--- src/rtl/noc_pkg.sv ---
// Shared NoC definitions: address width, default flit width, port indices
// and the flit type used by every router block.
package noc_pkg;

  localparam int ADDR_W     = 8;
  localparam int FLIT_W_DEF = 32;

  // Port index; matches the arbiter mux/demux select encoding.
  typedef enum logic [2:0] {
    PORT_N = 3'd0,
    PORT_S = 3'd1,
    PORT_E = 3'd2,
    PORT_W = 3'd3,
    PORT_L = 3'd4
  } port_e;

  typedef logic [FLIT_W_DEF-1:0] flit_t;

endpackage

--- src/rtl/noc_fifo_mem.sv ---
// DEPTH x FLIT_W register file: one synchronous write port and one
// asynchronous read port. Contents are never reset; the queue control
// decides which entries are meaningful.
module noc_fifo_mem #(
  parameter int FLIT_W = 32,
  parameter int DEPTH  = 4,
  parameter int PTR_W  = 2
) (
  input  logic              clk,
  input  logic              wr_en,
  input  logic [PTR_W-1:0]  wr_addr,
  input  logic [FLIT_W-1:0] wr_data,
  input  logic [PTR_W-1:0]  rd_addr,
  output logic [FLIT_W-1:0] rd_data
);

  logic [FLIT_W-1:0] mem [DEPTH];

  // Store the incoming flit at the write pointer.
  always_ff @(posedge clk) begin
    if (wr_en) begin
      mem[wr_addr] <= wr_data;
    end
  end

  // Head entry is visible without a clock so the queue falls through.
  assign rd_data = mem[rd_addr];

endmodule

--- src/rtl/router_input_buffer.sv ---
// Per-direction router input queue. First-word-fall-through FIFO that
// exposes the head flit and its destination address to the arbiter, pops
// on the arbiter read strobe and returns one credit pulse per pop.
module router_input_buffer
  import noc_pkg::*;
#(
  parameter int FLIT_W   = FLIT_W_DEF,
  parameter int DEPTH    = 4,
  parameter int ADDR_LSB = 24
) (
  input  logic                       clk,
  input  logic                       reset,
  input  logic [FLIT_W-1:0]          flit_i,
  input  logic                       flit_valid_i,
  input  logic                       arb_read_i,
  output logic                       arb_empty_o,
  output logic [ADDR_W-1:0]          arb_address_o,
  output logic [FLIT_W-1:0]          flit_o,
  output logic                       credit_o,
  output logic [$clog2(DEPTH+1)-1:0] count_o,
  output logic                       overflow_o,
  output logic                       underflow_o
);

  localparam int PTR_W = (DEPTH > 1) ? $clog2(DEPTH) : 1;
  localparam int CNT_W = $clog2(DEPTH + 1);
  localparam logic [CNT_W-1:0] FULL_CNT = CNT_W'(DEPTH);

  logic [PTR_W-1:0] wr_ptr;
  logic [PTR_W-1:0] rd_ptr;
  logic [CNT_W-1:0] count;
  logic [CNT_W-1:0] count_nxt;
  logic             empty;
  logic             full;
  logic             rd_ok;
  logic             wr_ok;
  logic             drop;
  logic             empty_read;
  logic             credit_p1;
  logic             overflow;
  logic             underflow;

  // Accept/reject decisions; full and empty come from the count alone.
  always_comb begin
    empty      = (count == '0);
    full       = (count == FULL_CNT);
    rd_ok      = arb_read_i && !empty;
    // A full queue still takes a flit when the same cycle pops one.
    wr_ok      = flit_valid_i && (!full || rd_ok);
    drop       = flit_valid_i && !wr_ok;
    empty_read = arb_read_i && empty;
  end

  // Occupancy update; a simultaneous push and pop leaves it unchanged.
  always_comb begin
    count_nxt = count;
    case ({wr_ok, rd_ok})
      2'b10:   count_nxt = count + CNT_W'(1);
      2'b01:   count_nxt = count - CNT_W'(1);
      default: count_nxt = count;
    endcase
  end

  // Pointers and count; pointers wrap naturally at DEPTH.
  always_ff @(posedge clk or posedge reset) begin
    if (reset) begin
      wr_ptr <= '0;
      rd_ptr <= '0;
      count  <= '0;
    end else begin
      if (wr_ok) begin
        wr_ptr <= wr_ptr + PTR_W'(1);
      end
      if (rd_ok) begin
        rd_ptr <= rd_ptr + PTR_W'(1);
      end
      count <= count_nxt;
    end
  end

  // --- stage p1: credit return, one cycle after each accepted pop ---
  // Reset cancels any pulse in flight; upstream resets its credits too.
  always_ff @(posedge clk or posedge reset) begin
    if (reset) begin
      credit_p1 <= 1'b0;
    end else begin
      credit_p1 <= rd_ok;
    end
  end

  // Sticky error flags, cleared only by reset.
  always_ff @(posedge clk or posedge reset) begin
    if (reset) begin
      overflow  <= 1'b0;
      underflow <= 1'b0;
    end else begin
      if (drop) begin
        overflow <= 1'b1;
      end
      if (empty_read) begin
        underflow <= 1'b1;
      end
    end
  end

  noc_fifo_mem #(
    .FLIT_W (FLIT_W),
    .DEPTH  (DEPTH),
    .PTR_W  (PTR_W)
  ) u_mem (
    .clk     (clk),
    .wr_en   (wr_ok),
    .wr_addr (wr_ptr),
    .wr_data (flit_i),
    .rd_addr (rd_ptr),
    .rd_data (flit_o)
  );

  assign arb_address_o = flit_o[ADDR_LSB +: ADDR_W];
  assign arb_empty_o   = empty;
  assign count_o       = count;
  assign credit_o      = credit_p1;
  assign overflow_o    = overflow;
  assign underflow_o   = underflow;

endmodule

--- config.mk ---
export PLATFORM = sky130hd
export DESIGN_NAME = router_input_buffer
export DESIGN_NICKNAME = d
export VERILOG_FILES = /design/src/rtl/noc_pkg.sv /design/src/rtl/noc_fifo_mem.sv /design/src/rtl/router_input_buffer.sv
export SDC_FILE = /design/constraint.sdc
export NUM_CORES = 1
export LEC_CHECK = 0
export CORE_MARGIN = 10
export CORE_UTILIZATION = 35
export CTS_BUF_LIST = sky130_fd_sc_hd__clkbuf_4 sky130_fd_sc_hd__clkbuf_8
export DETAILED_ROUTE_END_ITERATION = 10
export PLACE_DENSITY_LB_ADDON = 0.15
export SYNTH_ARGS = -nofsm -noshare
export SYNTH_HDL_FRONTEND = slang
export SYNTH_SLANG_ARGS = --single-unit
--- constraint.sdc ---
create_clock -name clk -period 2.78 [get_ports clk]
set_clock_uncertainty 0.05 [all_clocks]
set_input_delay 0.278 -clock clk [delete_from_list [all_inputs] [get_ports clk]]
set_output_delay 0.278 -clock clk [all_outputs]
set_load 0.005 [all_outputs]
======== Yosys cells after proc, flatten, opt, wreduce, memory -nomap -nowiden ========
Memories as Yosys holds them, arrays and structs flattened.
Cells that the tools add are included.
cells by class
  equality and inequality tests ........... 3
  reductions and logical operators ........ 10
  muxes and demuxes ....................... 3
  add/subtract/negate cells ............... 4
operator list
  cell                                                  number
  one-hot mux 3 bit (2 select lines)                    1
  adder 2 x 1 -> 2 bit (second input constant)          2
  logical AND 1 bit                                     4
  adder 3 x 1 -> 3 bit (second input constant)          1
  equality test 3 bit (second input constant)           1
  zero test 1 bit                                       3
  zero test 3 bit                                       1
  subtractor 3 x 1 -> 3 bit (second input constant)     1
  equality test 2 x 1 -> 1 bit (second input constant)  1
  equality test 2 bit (second input constant)           1
  2-to-1 mux 1 bit                                      2
  nonzero test 2 bit                                    1
  logical OR 1 bit                                      1
storage, ports and cells
  bits in writable memories ............... 128
  memories kept ........................... 1
  word-level logic and storage cells ...... 27
  register bits after elaboration ......... 10
memory list
  name       words  width  rd ports  clocked after Yosys merged registers in  write ports  RTL line            text
  u_mem.mem  4      32     1         0                                        1            noc_fifo_mem.sv:17  logic [FLIT_W-1:0] mem [DEPTH];

======== Logic depth before layout (Yosys ltp) ========
Gate-level depths: netlist of the first run.
  depth after elaboration ................. 7
  depth in mapped cells ................... 7
  gate-level depth less buffers ........... 6

======== By module ========
Synthesis of the first run repeated with hierarchy kept, for this count alone.
unflattened totals
  cell total of the unflattened synthesis .. 228
  area total of the unflattened synthesis .. 5266.3 sq um
modules (own cells, without submodules)
  module               times used  seq. area each (sq um)  cells each  area each (sq um)
  noc_fifo_mem         1           3843.7                  171         4689.5
  router_input_buffer  1           250.2                   57          576.8

======== Worst setup path before layout of the first run ========
OpenSTA, ideal clock, no wires.
  kind .................................... reg-to-reg
  from .................................... reg count[2] (netlist: count_o[2])
  to ...................................... mem u_mem.mem[0][0] (enable)
  stages on the path, launching flop included .. 4
  data required time ...................... 2.338 ns
  clock period less this slack ............ 2.166 ns
  library setup time ...................... 0.392 ns
  arrival ................................. 1.724 ns
  slack ................................... 0.614 ns
  path through ............................ dfrtp_1 nor4b_4 nor2b_1 and2_1
on the way
  longest elaborated chain between the ends .. 7
  elaborated cells between the ends (all ways) .. 9
  classes of those cells .................. 1 x eq/ne; 2 x mux; 6 x reduce/logical
RTL lines
  element                                   RTL line                   text
  start: declaration                        router_input_buffer.sv:31  logic [CNT_W-1:0] count;
  start signal: assignment                  router_input_buffer.sv:77  count <= count_nxt;
  zero test 3 bit                           router_input_buffer.sv:45  empty = (count == '0);
  zero test 1 bit                           router_input_buffer.sv:47  rd_ok = arb_read_i && !empty;
  logical AND 1 bit                         router_input_buffer.sv:47
  logical OR 1 bit *                        router_input_buffer.sv:49  wr_ok = flit_valid_i && (!full || rd_ok);
  logical AND 1 bit *                       router_input_buffer.sv:49
  2-to-1 mux 1 bit *                        noc_fifo_mem.sv:21         if (wr_en) begin
  2-to-1 mux 1 bit (implied by the code) *  noc_fifo_mem.sv:22         mem[wr_addr] <= wr_data;
  end: declaration                          noc_fifo_mem.sv:17
Mark *: on every way between the ends. The rest lies on a longest branch, timed or not.

======== Worst setup path in the final report of the first run ========
  from .................................... reg rd_ptr[0]
  to ...................................... out arb_address_o[1]
on the way
  longest elaborated chain between the ends .. 1
RTL lines
  element                   RTL line                   text
  start: declaration        router_input_buffer.sv:30  logic [PTR_W-1:0] rd_ptr;
  start signal: assignment  router_input_buffer.sv:75  rd_ptr <= rd_ptr + PTR_W'(1);
  memory (4 x 32 bit)       -
  end: declaration          router_input_buffer.sv:17  output logic [ADDR_W-1:0] arb_address_o,
Every way passes these cells.

==> flow_summary.html, run 1 <==
<table>
<tr><th>Metric</th><th>Value</th></tr>
<tr><th colspan="2">Die</th></tr>
<tr><td>Core area</td><td>0.0146 mm²</td></tr>
<tr><td>Count of boundary I/O pins</td><td>83</td></tr>
<tr><td>Starting density of the core</td><td>36.1%</td></tr>
<tr><td>Die height</td><td>143 µm</td></tr>
<tr><td>Width of the chip</td><td>143 µm</td></tr>
<tr><td>Area of the die</td><td>0.0204 mm²</td></tr>
<tr><td>Floorplan row count</td><td>44</td></tr>
<tr><th colspan="2">Global route</th></tr>
<tr><td>GR Overflow Total</td><td>0</td></tr>
<tr><td>First-pass GRT wire length</td><td>15.7 mm</td></tr>
<tr><td>Number of antenna violations at the first check in global routing</td><td>0</td></tr>
<tr><td>Global-route usage over all layers</td><td>10.4%</td></tr>
<tr><td>Largest net degree at the start of global routing</td><td>22</td></tr>
<tr><td>Vias in the first global route</td><td>2673</td></tr>
<tr><th colspan="2">Critical path</th></tr>
<tr><td>Largest delay share family, worst path</td><td>buffers and inverters</td></tr>
<tr><td>Critical-path maximum fanout</td><td>12</td></tr>
<tr><td>Cell with the largest stage delay on the worst path</td><td>mux4_2</td></tr>
<tr><td>Crit path largest cell delay</td><td>570 ps</td></tr>
<tr><td>Buffers plus inverters on the worst setup path</td><td>2</td></tr>
<tr><td>Endpoint arrival time on the critical path</td><td>2200 ps</td></tr>
<tr><td>Nature of the critical path startpoint</td><td>flop</td></tr>
<tr><td>Required time worst endpoint</td><td>2450 ps</td></tr>
<tr><td>Worst setup EP type</td><td>primary output</td></tr>
<tr><td>Cell chain of the critical path</td><td>buf_4, mux4_2, clkdlybuf4s50_1</td></tr>
<tr><td>Critical path type</td><td>reg -&gt; out</td></tr>
<tr><th colspan="2">STA</th></tr>
<tr><td>Minimum clock period</td><td>2530 ps</td></tr>
<tr><td>RSZ-0062 raised after global routing</td><td>false</td></tr>
<tr><td>Post-Route Hold Slack</td><td>78.6 ps</td></tr>
<tr><td>Relative slew slack</td><td>68.2%</td></tr>
<tr><td>Max Freq</td><td>396 MHz</td></tr>
<tr><td>Final hold violation count</td><td>0</td></tr>
<tr><td>Fin. max-slew vios</td><td>0</td></tr>
<tr><td>Final-layout setup total negative slack</td><td>0 ps</td></tr>
<tr><td>Ratio of final minimum period to clock period</td><td>90.8%</td></tr>
<tr><td>Worst-Margin Slew</td><td>477 ps</td></tr>
<tr><td>Total of endpoints with negative setup slack in the final report</td><td>0</td></tr>
<tr><th colspan="2">Yosys</th></tr>
<tr><td>Async set or reset register ratio after synthesis</td><td>7.25%</td></tr>
<tr><td>Synthesized cell area</td><td>0.00528 mm²</td></tr>
<tr><td>Average cell area after synthesis</td><td>22.9 µm²</td></tr>
<tr><td>Top-count cell post-synth</td><td>edfxtp_1</td></tr>
<tr><td>Synth warnings</td><td>0</td></tr>
<tr><td>Post-synth top cells</td><td>edfxtp_1 (128), mux4_2 (32), dfrtp_1 (10)</td></tr>
<tr><td>Main area contributors after synthesis</td><td>edfxtp_1 (73%), mux4_2 (14%), dfrtp_1 (4.7%)</td></tr>
<tr><td>Syn nets</td><td>272</td></tr>
<tr><td>Most instantiated flip-flop cell in the synthesis netlist</td><td>edfxtp_1</td></tr>
<tr><td>Yosys top cell by area</td><td>edfxtp_1</td></tr>
<tr><td>Seq/Total Area, Yosys</td><td>77.5%</td></tr>
<tr><td>Register bit count reported by yosys</td><td>138</td></tr>
<tr><td>EDFF count, synth</td><td>128</td></tr>
<tr><td>Yosys cell types</td><td>31</td></tr>
<tr><td>Proportion of netlist area held by the largest area contributor</td><td>72.8%</td></tr>
<tr><td>Post-Synthesis Cells</td><td>231</td></tr>
<tr><th colspan="2">Place</th></tr>
<tr><td>Total placed instance area</td><td>0.00635 mm²</td></tr>
<tr><td>HPWL reported at the end of detailed placement</td><td>6.79 mm</td></tr>
<tr><td>Routability-driven placement congestion ratio</td><td>0.701</td></tr>
<tr><td>Buffers on Ports</td><td>82</td></tr>
<tr><th colspan="2">Hold path</th></tr>
<tr><td>Class of the tightest hold or removal check</td><td>in -&gt; async</td></tr>
<tr><th colspan="2">Route</th></tr>
<tr><td>Routed Antenna Nets</td><td>0</td></tr>
<tr><td>DRC violation total after the first TritonRoute iteration</td><td>87</td></tr>
<tr><td>Router iterations before antenna repair</td><td>4</td></tr>
<tr><td>Sum of routed wire length over all layers</td><td>10.2 mm</td></tr>
<tr><td>Vias per cell</td><td>4.75</td></tr>
<tr><td>Remaining routing DRC violations</td><td>0</td></tr>
<tr><td>Average wire length per cell after detail routing</td><td>19.5 µm</td></tr>
<tr><td>Routed via count</td><td>2487</td></tr>
<tr><th colspan="2">Final layout</th></tr>
<tr><td>Layout cell share with drive strength beyond 1</td><td>25.3%</td></tr>
<tr><td>Area Overhead vs Synth</td><td>27.2%</td></tr>
<tr><td>Number of nets in the layout</td><td>368</td></tr>
<tr><td>Post-route cell area</td><td>0.00672 mm²</td></tr>
<tr><td>Antenna fix cells</td><td>0</td></tr>
<tr><th colspan="2">Pwr</th></tr>
<tr><td>Switch Pwr</td><td>1900 µW</td></tr>
<tr><td>Switching share of total power</td><td>27.5%</td></tr>
<tr><td>IR Drop Worst-Case VDD</td><td>471 µV</td></tr>
<tr><td>Standby leakage power</td><td>0.00224 µW</td></tr>
<tr><td>Portion of total power attributed to combinational logic</td><td>35.3%</td></tr>
<tr><td>Power Dens Cells</td><td>1030 mW/mm²</td></tr>
<tr><td>Portion of total power attributed to the clock network</td><td>21.9%</td></tr>
<tr><td>Power share of the sequential group</td><td>42.8%</td></tr>
<tr><td>Internal portion of total power</td><td>5000 µW</td></tr>
<tr><th colspan="2">Clock network</th></tr>
<tr><td>Skew-Pair Late Insertion Delay</td><td>430 ps</td></tr>
<tr><td>CTS tree</td><td>built</td></tr>
<tr><td>Quantity of hold-fixing buffers added after cts</td><td>0</td></tr>
<tr><td>Deepest clock path buffer count</td><td>2</td></tr>
<tr><td>CTS Buf Count</td><td>17</td></tr>
<tr><td>Number of gates resized after CTS</td><td>0</td></tr>
<tr><td>Number of levels in the clock H-tree</td><td>4</td></tr>
<tr><td>Count of clock tree sinks</td><td>138</td></tr>
<tr><td>Buffer type at the clock tree root</td><td>clkbuf_8</td></tr>
<tr><td>Post-CTS setup buffer count</td><td>0</td></tr>
<tr><td>CTS clk-pin slew, worst paths</td><td>80 ps</td></tr>
<tr><th colspan="2">Flow run</th></tr>
<tr><td>Number of max-cap violations</td><td>0</td></tr>
<tr><th colspan="2">Run status</th></tr>
<tr><td>Status</td><td>finished, final reports clean</td></tr>
</table>
[kinds of logic (layout without fill, tap and decap cells)]
logic type,after synthesis,count (layout),synth area share (%)
flip-flops,138,138,77.5
AND/OR/NAND/NOR,16,16,2.06
adder cells (fa/ha/maj),5,5,1.33
AO/OA/AOI/OAI,9,9,1.59
buffers and inverters,24,133,2.65
XOR/XNOR,6,6,0.995
multiplexers,33,33,13.9
[layer usage]
| metal | vias to the layer above | global-route usage (%) | routed length [µm] |
|---|---|---|---|
| li1 | 1126 | - | - |
| met1 | 1272 | 13.1 | 4640 |
| met2 | 80 | 15.6 | 4800 |
| met3 | 9 | 4.54 | 700 |
| met4 | 0 | 4.07 | 99 |
| met5 | - | 0 | 0 |
[path summary, 6_finish.rpt]
| kind | slack [ps] | start | end | cells past startpoint |
|---|---|---|---|---|
| worst max register to register | 680 | count_o[0] | count_o[1] | 6 |
| worst min register to register | 410 | underflow_o | underflow_o | 1 |
| min in group clk | 410 | underflow_o | underflow_o | 1 |
| worst max-delay path | 250 | rd_ptr[0] | arb_address_o[1] | 3 |
| worst min-delay path | 80 | reset | overflow_o | 2 |
| max in group asynchronous | 2280 | reset | rd_ptr[1] | 2 |
[placed cells by master, fill, tap and decap left out, types with 2 or more instances in the layout]
cell type          n
buf_4             12
clkinv_4           2
nand3_1            2
inv_1              5
and2_2             4
ha_1               4
xnor2_1            3
bufinv_16          2
clkinv_1           3
dfrtp_1            8
a21o_1             2
xor2_1             3
buf_12             2
dfrtp_2            2
edfxtp_1         128
nand2_1            2
mux4_2            32
clkdlybuf4s50_1   82
clkbuf_8          17
nor2b_1            2
clkinv_2           5
[power groups by stage]
stage                     sequential, µW  combinational (µW)  clock [µW]
after floorplan                     2890                1350           0
after global placement              3000                2520           0
after detailed placement            3010                2520           0
after CTS                           2960                2530        1560
after global routing                3000                2650        1650
final                               2960                2440        1510
[stage by stage]
stage / cells / utilization [%] / total power (µW) / worst slack, ps
floorplan: 231 / - / 4240 / 614
global placement: 492 / 43.4 / 5520 / 428
detailed placement: 492 / 43.4 / 5530 / 381
CTS: 524 / 45.9 / 7050 / 167
global route: 524 / 45.9 / 7300 / 122
finish: 524 / 45.9 / 6910 / 255
[state kept, by name, indices dropped and copies added (netlist names)]
register	cells
rd_ptr	2
count_o	3
wr_ptr	2
underflow_o	1
u_mem.mem	128
overflow_o	1
credit_o	1
[layout make-up]
class / instances / area, µm²
Clock buffer: 18 / 241
Clock inverter: 14 / 130
Fill cell: 1260 / 7920
Inverter: 5 / 18.8
Multi-Input combinational cell: 69 / 1050
Sequential cell: 138 / 4100
Tap cell: 184 / 230
Timing Repair Buffer: 96 / 951
(Power assumes the default switching activity.)
==> inputs of run 2 (changes only) <==
--- a/config.mk
+++ b/config.mk
@@ -5,11 +5,12 @@
 export SDC_FILE = /design/constraint.sdc
 export NUM_CORES = 1
 export LEC_CHECK = 0
-export CORE_MARGIN = 10
+export CORE_MARGIN = 5
 export CORE_UTILIZATION = 35
 export CTS_BUF_LIST = sky130_fd_sc_hd__clkbuf_4 sky130_fd_sc_hd__clkbuf_8
 export DETAILED_ROUTE_END_ITERATION = 10
 export PLACE_DENSITY_LB_ADDON = 0.15
+export SKIP_LAST_GASP = 1
 export SYNTH_ARGS = -nofsm -noshare
 export SYNTH_HDL_FRONTEND = slang
 export SYNTH_SLANG_ARGS = --single-unit
==> run 2 against run 1 <==
Design area up 1.2%. First-iteration DRC count up 45%. Utilization down 0.48 points. Sequential power up 1%. Clock power up 12%. Sequential cell count unchanged. Count of clock-buffer cells in the layout up 3. Combinational power about the same. Largest cell class unchanged. Highest routed layer is now met5.
==> flow_summary.html, run 2 (same netlist as run 1, synthesis figures left out) <==
<table>
<tr><th>Metric</th><th>Value</th></tr>
<tr><th colspan="2">Place</th></tr>
<tr><td>Cells after DPL</td><td>495</td></tr>
<tr><td>Routability-driven placement congestion ratio</td><td>0.686</td></tr>
<tr><td>Buffers on Ports</td><td>82</td></tr>
<tr><td>HPWL reported at the end of detailed placement</td><td>6.45 mm</td></tr>
<tr><th colspan="2">Critical path</th></tr>
<tr><td>Register-to-register path setup slack</td><td>640 ps</td></tr>
<tr><td>Cell chain of the critical path</td><td>buf_12, mux4_2, clkdlybuf4s50_1</td></tr>
<tr><td>Worst setup EP type</td><td>primary output</td></tr>
<tr><td>Critical path type</td><td>reg -&gt; out</td></tr>
<tr><td>Largest delay share family, worst path</td><td>buffers and inverters</td></tr>
<tr><td>Register-to-Register Path Depth</td><td>6</td></tr>
<tr><td>Launching point of the worst reg2reg path</td><td>count_o[0]</td></tr>
<tr><td>Buffers plus inverters on the worst setup path</td><td>2</td></tr>
<tr><td>Critical-path maximum fanout</td><td>19</td></tr>
<tr><td>Cell with the largest stage delay on the worst path</td><td>mux4_2</td></tr>
<tr><td>Nature of the critical path startpoint</td><td>flop</td></tr>
<tr><td>Endpoint arrival time on the critical path</td><td>2270 ps</td></tr>
<tr><td>Required time worst endpoint</td><td>2450 ps</td></tr>
<tr><td>Endpoint of the lowest-slack register-to-register path</td><td>count_o[1]</td></tr>
<tr><td>Launching element of the worst setup path</td><td>rd_ptr[0]</td></tr>
<tr><td>Crit path largest cell delay</td><td>570 ps</td></tr>
<tr><th colspan="2">Final layout</th></tr>
<tr><td>Area Overhead vs Synth</td><td>28.8%</td></tr>
<tr><td>Number of nets in the layout</td><td>367</td></tr>
<tr><td>Multi-input logic area</td><td>0.00105 mm²</td></tr>
<tr><td>Antenna fix cells</td><td>0</td></tr>
<tr><td>Register ranked first by flip-flop count</td><td>u_mem.mem</td></tr>
<tr><td>Top library cells by usage in the layout, fill and taps aside</td><td>edfxtp_1 (128), clkdlybuf4s50_1 (82), mux4_2 (32), clkbuf_8 (17)</td></tr>
<tr><td>Layout cell share with drive strength beyond 1</td><td>24.5%</td></tr>
<tr><td>Number of flip-flops in the largest register</td><td>128</td></tr>
<tr><td>FILL cells</td><td>1303</td></tr>
<tr><td>Most common cell after layout, fill and taps aside</td><td>edfxtp_1</td></tr>
<tr><td>Register cell area after layout</td><td>0.00410 mm²</td></tr>
<tr><td>Final Non-Filler Cells</td><td>527</td></tr>
<tr><th colspan="2">Route</th></tr>
<tr><td>Remaining routing DRC violations</td><td>0</td></tr>
<tr><td>Sum of routed wire length over all layers</td><td>9.97 mm</td></tr>
<tr><td>Routed via count</td><td>2480</td></tr>
<tr><td>DRC violation total after the first TritonRoute iteration</td><td>126</td></tr>
<tr><td>Routed Antenna Nets</td><td>0</td></tr>
<tr><td>Router iterations before antenna repair</td><td>4</td></tr>
<tr><td>Vias per cell</td><td>4.71</td></tr>
<tr><td>Average wire length per cell after detail routing</td><td>18.9 µm</td></tr>
<tr><th colspan="2">Clock network</th></tr>
<tr><td>Quantity of hold-fixing buffers added after cts</td><td>0</td></tr>
<tr><td>CTS Buf Count</td><td>17</td></tr>
<tr><td>Post-CTS setup buffer count</td><td>0</td></tr>
<tr><td>Deepest clock path buffer count</td><td>2</td></tr>
<tr><td>Buffer type at the clock tree root</td><td>clkbuf_8</td></tr>
<tr><td>Number of levels in the clock H-tree</td><td>4</td></tr>
<tr><td>Skew-Pair Late Insertion Delay</td><td>430 ps</td></tr>
<tr><td>Count of clock tree sinks</td><td>138</td></tr>
<tr><td>CTS clk-pin slew, worst paths</td><td>70 ps</td></tr>
<tr><td>CTS tree</td><td>built</td></tr>
<tr><th colspan="2">STA</th></tr>
<tr><td>Minimum clock period</td><td>2590 ps</td></tr>
<tr><td>Total of endpoints with negative setup slack in the final report</td><td>0</td></tr>
<tr><td>Worst-Margin Slew</td><td>536 ps</td></tr>
<tr><td>Final hold violation count</td><td>0</td></tr>
<tr><td>Final-layout setup total negative slack</td><td>0 ps</td></tr>
<tr><td>Max Freq</td><td>385 MHz</td></tr>
<tr><td>Relative slew slack</td><td>64.3%</td></tr>
<tr><td>RSZ-0062 raised after global routing</td><td>false</td></tr>
<tr><td>Ratio of final minimum period to clock period</td><td>93.3%</td></tr>
<tr><td>Fin. max-slew vios</td><td>0</td></tr>
<tr><th colspan="2">Global route</th></tr>
<tr><td>First-pass GRT wire length</td><td>15.8 mm</td></tr>
<tr><td>Largest net degree at the start of global routing</td><td>20</td></tr>
<tr><td>Number of antenna violations at the first check in global routing</td><td>1</td></tr>
<tr><td>GR Overflow Total</td><td>0</td></tr>
<tr><td>Vias in the first global route</td><td>2725</td></tr>
<tr><td>Global-route usage over all layers</td><td>12.1%</td></tr>
<tr><th colspan="2">Die</th></tr>
<tr><td>Die height</td><td>133 µm</td></tr>
<tr><td>Starting density of the core</td><td>35.3%</td></tr>
<tr><td>Core area</td><td>0.0150 mm²</td></tr>
<tr><td>Floorplan row count</td><td>45</td></tr>
<tr><td>Area of the die</td><td>0.0176 mm²</td></tr>
<tr><td>Width of the chip</td><td>133 µm</td></tr>
<tr><td>Count of boundary I/O pins</td><td>83</td></tr>
<tr><th colspan="2">Flow run</th></tr>
<tr><td>Number of max-cap violations</td><td>0</td></tr>
<tr><th colspan="2">Run status</th></tr>
<tr><td>Status</td><td>finished, final reports clean</td></tr>
<tr><th colspan="2">Pwr</th></tr>
<tr><td>IR Drop Worst-Case VDD</td><td>422 µV</td></tr>
<tr><td>Power Dens Cells</td><td>1040 mW/mm²</td></tr>
<tr><td>Standby leakage power</td><td>0.00226 µW</td></tr>
<tr><th colspan="2">Hold path</th></tr>
<tr><td>Class of the tightest hold or removal check</td><td>in -&gt; async</td></tr>
</table>
## run 2: cell types whose count changed in the layout (fill, tap and decap cells not counted), sizes merged
| cell | delta |
|---|---|
| inv | -1 |
| clkbuf | +3 |
| clkinv | -4 |
| bufinv | +2 |
| buf | -1 |
## run 2: layer usage
metal / GRT usage [%] / wire (µm) / share of wire [%]
met1: 16.0 / 4500 / 45
met2: 17.9 / 4680 / 47
met3: 4.90 / 614 / 6.2
met4: 5.20 / 168 / 1.7
met5: 0 / 7 / 0.070
## run 2: stage by stage
stage	utilization, %	total power [µW]	worst slack [ps]	area, µm²	hold slack, ps
4_1_cts	45.4	7250	44.7	6800	57.3
5_1_grt	45.4	7530	36.0	6800	87.4
2_1_floorplan	-	4240	614	5280	68.2
3_3_place_gp	42.6	5510	425	6380	400
6_report	45.4	7110	186	6800	70.9
3_5_place_dp	42.6	5530	357	6380	406
## run 2: worst max path at each step
stage	end	slack [ps]	cells after the start
after global routing	flit_o[19]	40	3
after detailed placement	count_o[1]	360	7
after global placement	count_o[2]	420	7
after floorplan	u_mem.mem[0][0]	610	3
after CTS	arb_address_o[0]	40	3
final	flit_o[19]	190	3
## run 2: cell type report
type	count	share of cell area (%)
clock buffers	21	3.88
well taps	188	3.46
flip-flops and latches	138	60.3
inverters	5	0.276
repair buffers	95	14.4
clock inverters	11	2.23
multi-input cells	69	15.5
## run 2: report_power, final
| group | leakage, µW | total [µW] | switching [µW] | internal (µW) |
|---|---|---|---|---|
| clock | 0.000209 | 1690 | 693 | 1000 |
| combinational | 0.000767 | 2410 | 921 | 1490 |
| sequential | 0.00128 | 3000 | 257 | 2750 |
| total | 0.00226 | 7110 | 1870 | 5230 |
## run 2: what timing repair did
item                       4_1_cts  5_1_grt
setup endpoints to repair        0        6
resized for setup                0        1
hold endpoints to repair         0        0
